[config.mk]
export PLATFORM = sky130hd
export DESIGN_NAME = rs_latch_driver
export DESIGN_NICKNAME = d
export VERILOG_FILES = /design/src/rtl/rs_latch_driver.sv
export SDC_FILE = /design/constraint.sdc
export NUM_CORES = 1
export LEC_CHECK = 0
export CAP_MARGIN = 20
export CORE_AREA = 2 2 67 43
export DETAILED_ROUTE_END_ITERATION = 16
export DIE_AREA = 0 0 69 45
export PLACE_DENSITY = 0.64
export SLEW_MARGIN = 40
export SYNTH_ARGS = -nofsm -noshare
export SYNTH_HDL_FRONTEND = slang
export SYNTH_SLANG_ARGS = --single-unit
[constraint.sdc]
create_clock -name clk -period 3.45 [get_ports clk]
set_input_delay 0.69 -clock clk [delete_from_list [all_inputs] [get_ports clk]]
set_output_delay 0.69 -clock clk [all_outputs]
set_load 0.03 [all_outputs]
[src/rtl/rs_latch_driver.sv]
// Command-side driver for an RS latch: turns accepted set/clear requests into
// non-overlapping, width-controlled s_out/r_out pulses with a minimum idle gap.
// Optional readback check of the latch output is enabled by RS_DRV_READBACK_EN.
module rs_latch_driver #(
  parameter int PULSE_W = 2,
  parameter int GAP_W   = 1,
  parameter int CNT_W   = 4
) (
  input  logic       clk,
  input  logic       reset,
  input  logic       cmd_valid,
  input  logic       cmd_set,
  output logic       cmd_ready,
  output logic       s_out,
  output logic       r_out,
  output logic       busy,
  output logic [7:0] pulse_cnt,
  input  logic       latch_q,
  output logic       err,
  input  logic       err_clr
);

  typedef enum logic [1:0] {
    IDLE  = 2'd0,
    PULSE = 2'd1,
    GAP   = 2'd2
  } state_t;

  localparam bit               HAS_GAP    = (GAP_W > 0);
  localparam logic [CNT_W-1:0] PULSE_LOAD = CNT_W'(PULSE_W - 1);
  localparam logic [CNT_W-1:0] GAP_LOAD   = HAS_GAP ? CNT_W'(GAP_W - 1) : '0;

  state_t           state_p0;
  state_t           state_nxt;
  logic [CNT_W-1:0] cnt_p0;
  logic [CNT_W-1:0] cnt_nxt;
  logic [7:0]       pulse_cnt_p0;
  logic             dir_p0;
  logic             dir_nxt;
  logic             s_p0;
  logic             r_p0;
  logic             s_nxt;
  logic             r_nxt;
  logic             last_cyc;
  logic             done_cyc;
  logic             accept;

  function automatic logic [CNT_W-1:0] sat_dec(input logic [CNT_W-1:0] v);
    return (v == '0) ? '0 : v - 1'b1;
  endfunction

  // The final cycle of a pulse/gap window already accepts the next command,
  // which makes the minimum command period exactly PULSE_W+GAP_W cycles.
  assign last_cyc  = (cnt_p0 == '0);
  assign done_cyc  = ((state_p0 == GAP) && last_cyc) ||
                     ((state_p0 == PULSE) && last_cyc && !HAS_GAP);
  assign cmd_ready = (state_p0 == IDLE) || done_cyc;
  assign accept    = cmd_valid && cmd_ready;

  // ---- stage p0: control state ----
  always_ff @(posedge clk or negedge reset) begin
    if (!reset) begin
      state_p0     <= IDLE;
      cnt_p0       <= '0;
      pulse_cnt_p0 <= '0;
      s_p0         <= 1'b0;
      r_p0         <= 1'b0;
    end else begin
      state_p0 <= state_nxt;
      cnt_p0   <= cnt_nxt;
      s_p0     <= s_nxt;
      r_p0     <= r_nxt;
      if (accept)
        pulse_cnt_p0 <= pulse_cnt_p0 + 8'd1;
    end
  end

  // Direction is data: captured on accept, never needs a reset value.
  always_ff @(posedge clk) begin
    if (accept)
      dir_p0 <= cmd_set;
  end

  always_comb begin
    state_nxt = state_p0;
    cnt_nxt   = cnt_p0;
    if (accept) begin
      state_nxt = PULSE;
      cnt_nxt   = PULSE_LOAD;
    end else begin
      case (state_p0)
        PULSE: begin
          if (last_cyc) begin
            if (HAS_GAP) begin
              state_nxt = GAP;
              cnt_nxt   = GAP_LOAD;
            end else begin
              state_nxt = IDLE;
            end
          end else begin
            cnt_nxt = sat_dec(cnt_p0);
          end
        end
        GAP: begin
          if (last_cyc)
            state_nxt = IDLE;
          else
            cnt_nxt = sat_dec(cnt_p0);
        end
        default: begin
          state_nxt = IDLE;
          cnt_nxt   = '0;
        end
      endcase
    end
  end

  // Outputs are registered from the next state so S and R switch on the same
  // edge and can never be high together.
  always_comb begin
    busy    = (state_p0 != IDLE);
    dir_nxt = accept ? cmd_set : dir_p0;
    s_nxt   = (state_nxt == PULSE) && dir_nxt;
    r_nxt   = (state_nxt == PULSE) && !dir_nxt;
  end

  assign s_out     = s_p0;
  assign r_out     = r_p0;
  assign pulse_cnt = pulse_cnt_p0;

`ifdef RS_DRV_READBACK_EN
  logic err_p0;
  logic mismatch;

  // Latch output is compared on the cycle the driver hands back to IDLE.
  assign mismatch = done_cyc && (latch_q != dir_p0);

  always_ff @(posedge clk or negedge reset) begin
    if (!reset)
      err_p0 <= 1'b0;
    else if (mismatch)
      err_p0 <= 1'b1;
    else if (err_clr)
      err_p0 <= 1'b0;
  end

  assign err = err_p0;
`else
  logic unused_readback;
  assign unused_readback = latch_q ^ err_clr;
  assign err             = 1'b0;
`endif

endmodule
==> results.md <==
| Quantity | Reported |
|---|---|
| Sink Count | 17 |
| Most frequent cells in the layout | 16 x sky130_fd_sc_hd__dfrtp_1, 14 x sky130_fd_sc_hd__nand2_1, 14 x sky130_fd_sc_hd__clkdlybuf4s50_1 |
| GR Util All Layers | 0.134 |
| Aggregate global routing overflow | 0 |
| Floorplan row count | 14 |
| Final sum of negative setup slack | 0 ns |
| Vias in the first global route | 654 |
| GR met3 Demand/Resource | 0.0580 |
| Syn. warnings | 0 |
| Number of antenna violations at the first check in global routing | 0 |
| GRT Max-Usage Layer | met2 |
| Setup repair after global routing missed its margin | false |
| Total number of H-tree levels | 1 |
| Top cells by area in the synthesized netlist | sky130_fd_sc_hd__dfrtp_1 42%, sky130_fd_sc_hd__ha_1 7.8%, sky130_fd_sc_hd__nand2_1 5.5%, sky130_fd_sc_hd__xnor2_1 5.5%, sky130_fd_sc_hd__buf_12 4.2% |
| Number of standard cells after synthesis | 87 |
| Global-route met2 utilization | 0.213 |
| Mean number of vias per cell | 5.07 |
| Main flop type after synthesis | sky130_fd_sc_hd__dfrtp_1 |
| Met1 usage in global routing | 0.174 |
| Worst setup path category | register to output port |
| Number of enable-type register cells in the synthesized netlist | 0 |
| Required time of the critical path | 2.76 ns |
| Maximum achievable frequency | 0.352 GHz |
| Number of iterations in the first detailed-routing pass | 4 |
| Number of ports placed on the die boundary | 19 |
| Final weighted congestion of routability-driven global placement | 0.709 |
| Leakage power of the design | 0.487 nW |
| Critical path peak fanout | 8 |
| Seq/Total Area, Yosys | 0.438 |
| Synth Register Bits | 17 |
| Total Routed Length | 1830 µm |
| Vias after detailed routing | 684 |
| Power per standard cell area | 775 nW/µm² |
| Maximum number of pins on one net before global-route repair | 17 |
| Min Clock Period, post-route | 2.84 ns |
| CTS tree | done |
| ANT cells | 0 |
| Area grow syn2layout | 19.0% |
| Maximum clock insertion buffer count | 2 |
| First DRT Iteration DRCs | 11 |
| Distinct cells, synth | 33 |
| Die outline width | 69 µm |
| DRC violations left | 0 |
| Area share of the largest cell type after synthesis | 0.417 |
| Type of origin of the critical path | register |
| HPWL after detailed placement | 1410 µm |
| Full die area | 3110 µm² |
| Min Hold Slack | 0.347 ns |
| Cell area after technology mapping | 960 µm² |
| Cts bufs inserted | 3 |
| Resize count post-CTS | 0 |
| Max capacitance violation total | 0 |
| Yosys top cell by area | sky130_fd_sc_hd__dfrtp_1 |
| Fraction of the core area covered by cells at the end of the flow | 0.466 |
| Standard cell core area | 2450 µm² |
| Worst supply voltage drop on vdd | 0.296 mV |
| Wire length of the first global-routing pass | 3090 µm |
| Number of antenna-violating nets in the routed design | 0 |
| Clock network latency to the later pin of the worst-skew pair | 0.25 ns |
| Port-buffer cells | 15 |
| Min-delay worst type | input port to asynchronous set/reset pin |
| Slew Limit Fails | 0 |
| Post-synthesis net count | 99 |
| Hold-fix buffer count after cts | 0 |
| Syn avg cell area | 11.0 µm² |
| Wire length per cell | 13.5 µm |
| Final-report setup violation count | 0 |
| Data arrival at the endpoint of the critical path | 2.15 ns |
| Total count of hold-check failures in the final report | 0 |
| Max Clock Skew | 0.00249 ns |
| Result of the run | finished, final reports clean |
| Fraction of final layout cells with drive strength greater than 1 | 0.146 |
| Initial core utilization | 0.391 |
| Critical path capture point type | output port |
| Post-CTS setup buffers | 0 |
| Most common cell after layout, fill and taps aside | sky130_fd_sc_hd__dfrtp_1 |
| Post-synthesis async set-or-reset flop share | 0.941 |
| Clk root buf | sky130_fd_sc_hd__clkbuf_8 |
| Clock transition at the registers of the reported paths | 0.06 ns |
| Final nets | 116 |
| Vert. Die Dim | 45 µm |
| Share of the clock period used by the worst path after layout | 0.822 |
==> sequential cells by signal (all words and copies together), names as in the netlist <==
name	flops
state_p0	2
pulse_cnt	8
dir_p0	1
cnt_p0	4
s_out	1
r_out	1
==> cell usage after synthesis (2+ instances only) <==
library cell	instances
sky130_fd_sc_hd__dfrtp_1	16
sky130_fd_sc_hd__nand2_1	14
sky130_fd_sc_hd__inv_1	7
sky130_fd_sc_hd__ha_1	6
sky130_fd_sc_hd__xnor2_1	6
sky130_fd_sc_hd__a21oi_1	3
sky130_fd_sc_hd__nand3_1	3
sky130_fd_sc_hd__nor2_1	3
sky130_fd_sc_hd__buf_12	2
sky130_fd_sc_hd__nand4_1	2
sky130_fd_sc_hd__nor3_2	2
sky130_fd_sc_hd__xor2_1	2
==> worst max-delay path: stages (launching register included) <==
cell                              delay [ns]
sky130_fd_sc_hd__dfrtp_1                0.44
sky130_fd_sc_hd__inv_1                  0.14
sky130_fd_sc_hd__ha_1                   0.43
sky130_fd_sc_hd__or2_4                  0.23
sky130_fd_sc_hd__clkdlybuf4s50_1        0.66
==> report_power, final <==
part | switching [mW] | internal (mW) | leakage [nW]
clock network | 0.0609 | 0.0818 | 0.0228
registers | 0.0671 | 0.254 | 0.218
logic | 0.241 | 0.181 | 0.246
==> routing by layer <==
metal	up-vias	share of wire
met5	-	0
met4	0	0.0027
met3	2	0.067
met2	25	0.43
met1	329	0.50
li1	328	-
==> kinds of logic (layout without fill, tap and decap cells) <==
logic type               Yosys count  in the layout  share of synthesized area
AO/OA/AOI/OAI                     13             13                      0.142
XOR/XNOR                           8              8                     0.0730
adder cells (fa/ha/maj)            6              6                     0.0782
buffers and inverters             10             26                     0.0769
flip-flops                        17             17                      0.438
other                              1              1                    0.00391
AND/OR/NAND/NOR                   32             32                      0.188
==> final timing paths <==
check	endpoint	slack, ns	startpoint	cells after the start
worst min-delay path	s_out	0.35	reset	1
worst max-delay path	cmd_ready	0.61	state_p0[1]	4
worst min register to register	r_out	0.46	dir_p0	1
worst max register to register	s_out	1.75	cnt_p0[0]	6
max in group asynchronous	cnt_p0[0]	2.84	reset	1
min in group clk	r_out	0.46	dir_p0	1
==> layout make-up <==
| cell class | count | area (µm²) |
|---|---|---|
| clock buffers | 4 | 45.0 |
| well taps | 32 | 40.0 |
| flip-flops and latches | 17 | 420 |
| inverters | 7 | 26.3 |
| multi-input cells | 60 | 465 |
| repair buffers | 15 | 145 |
| fillers | 242 | 1310 |
==> stage by stage <==
| step | setup slack [ns] | instances | power (mW) | cell area, µm² |
|---|---|---|---|---|
| after floorplan | 1.62 | 87 | 0.614 | 960 |
| after global placement | 0.931 | 131 | 0.728 | 1100 |
| after detailed placement | 0.868 | 131 | 0.748 | 1100 |
| after CTS | 0.594 | 135 | 0.896 | 1150 |
| after global routing | 0.499 | 135 | 0.944 | 1140 |
| final | 0.613 | 135 | 0.885 | 1140 |
No activity file was read; power rests on OpenSTA's default activity.
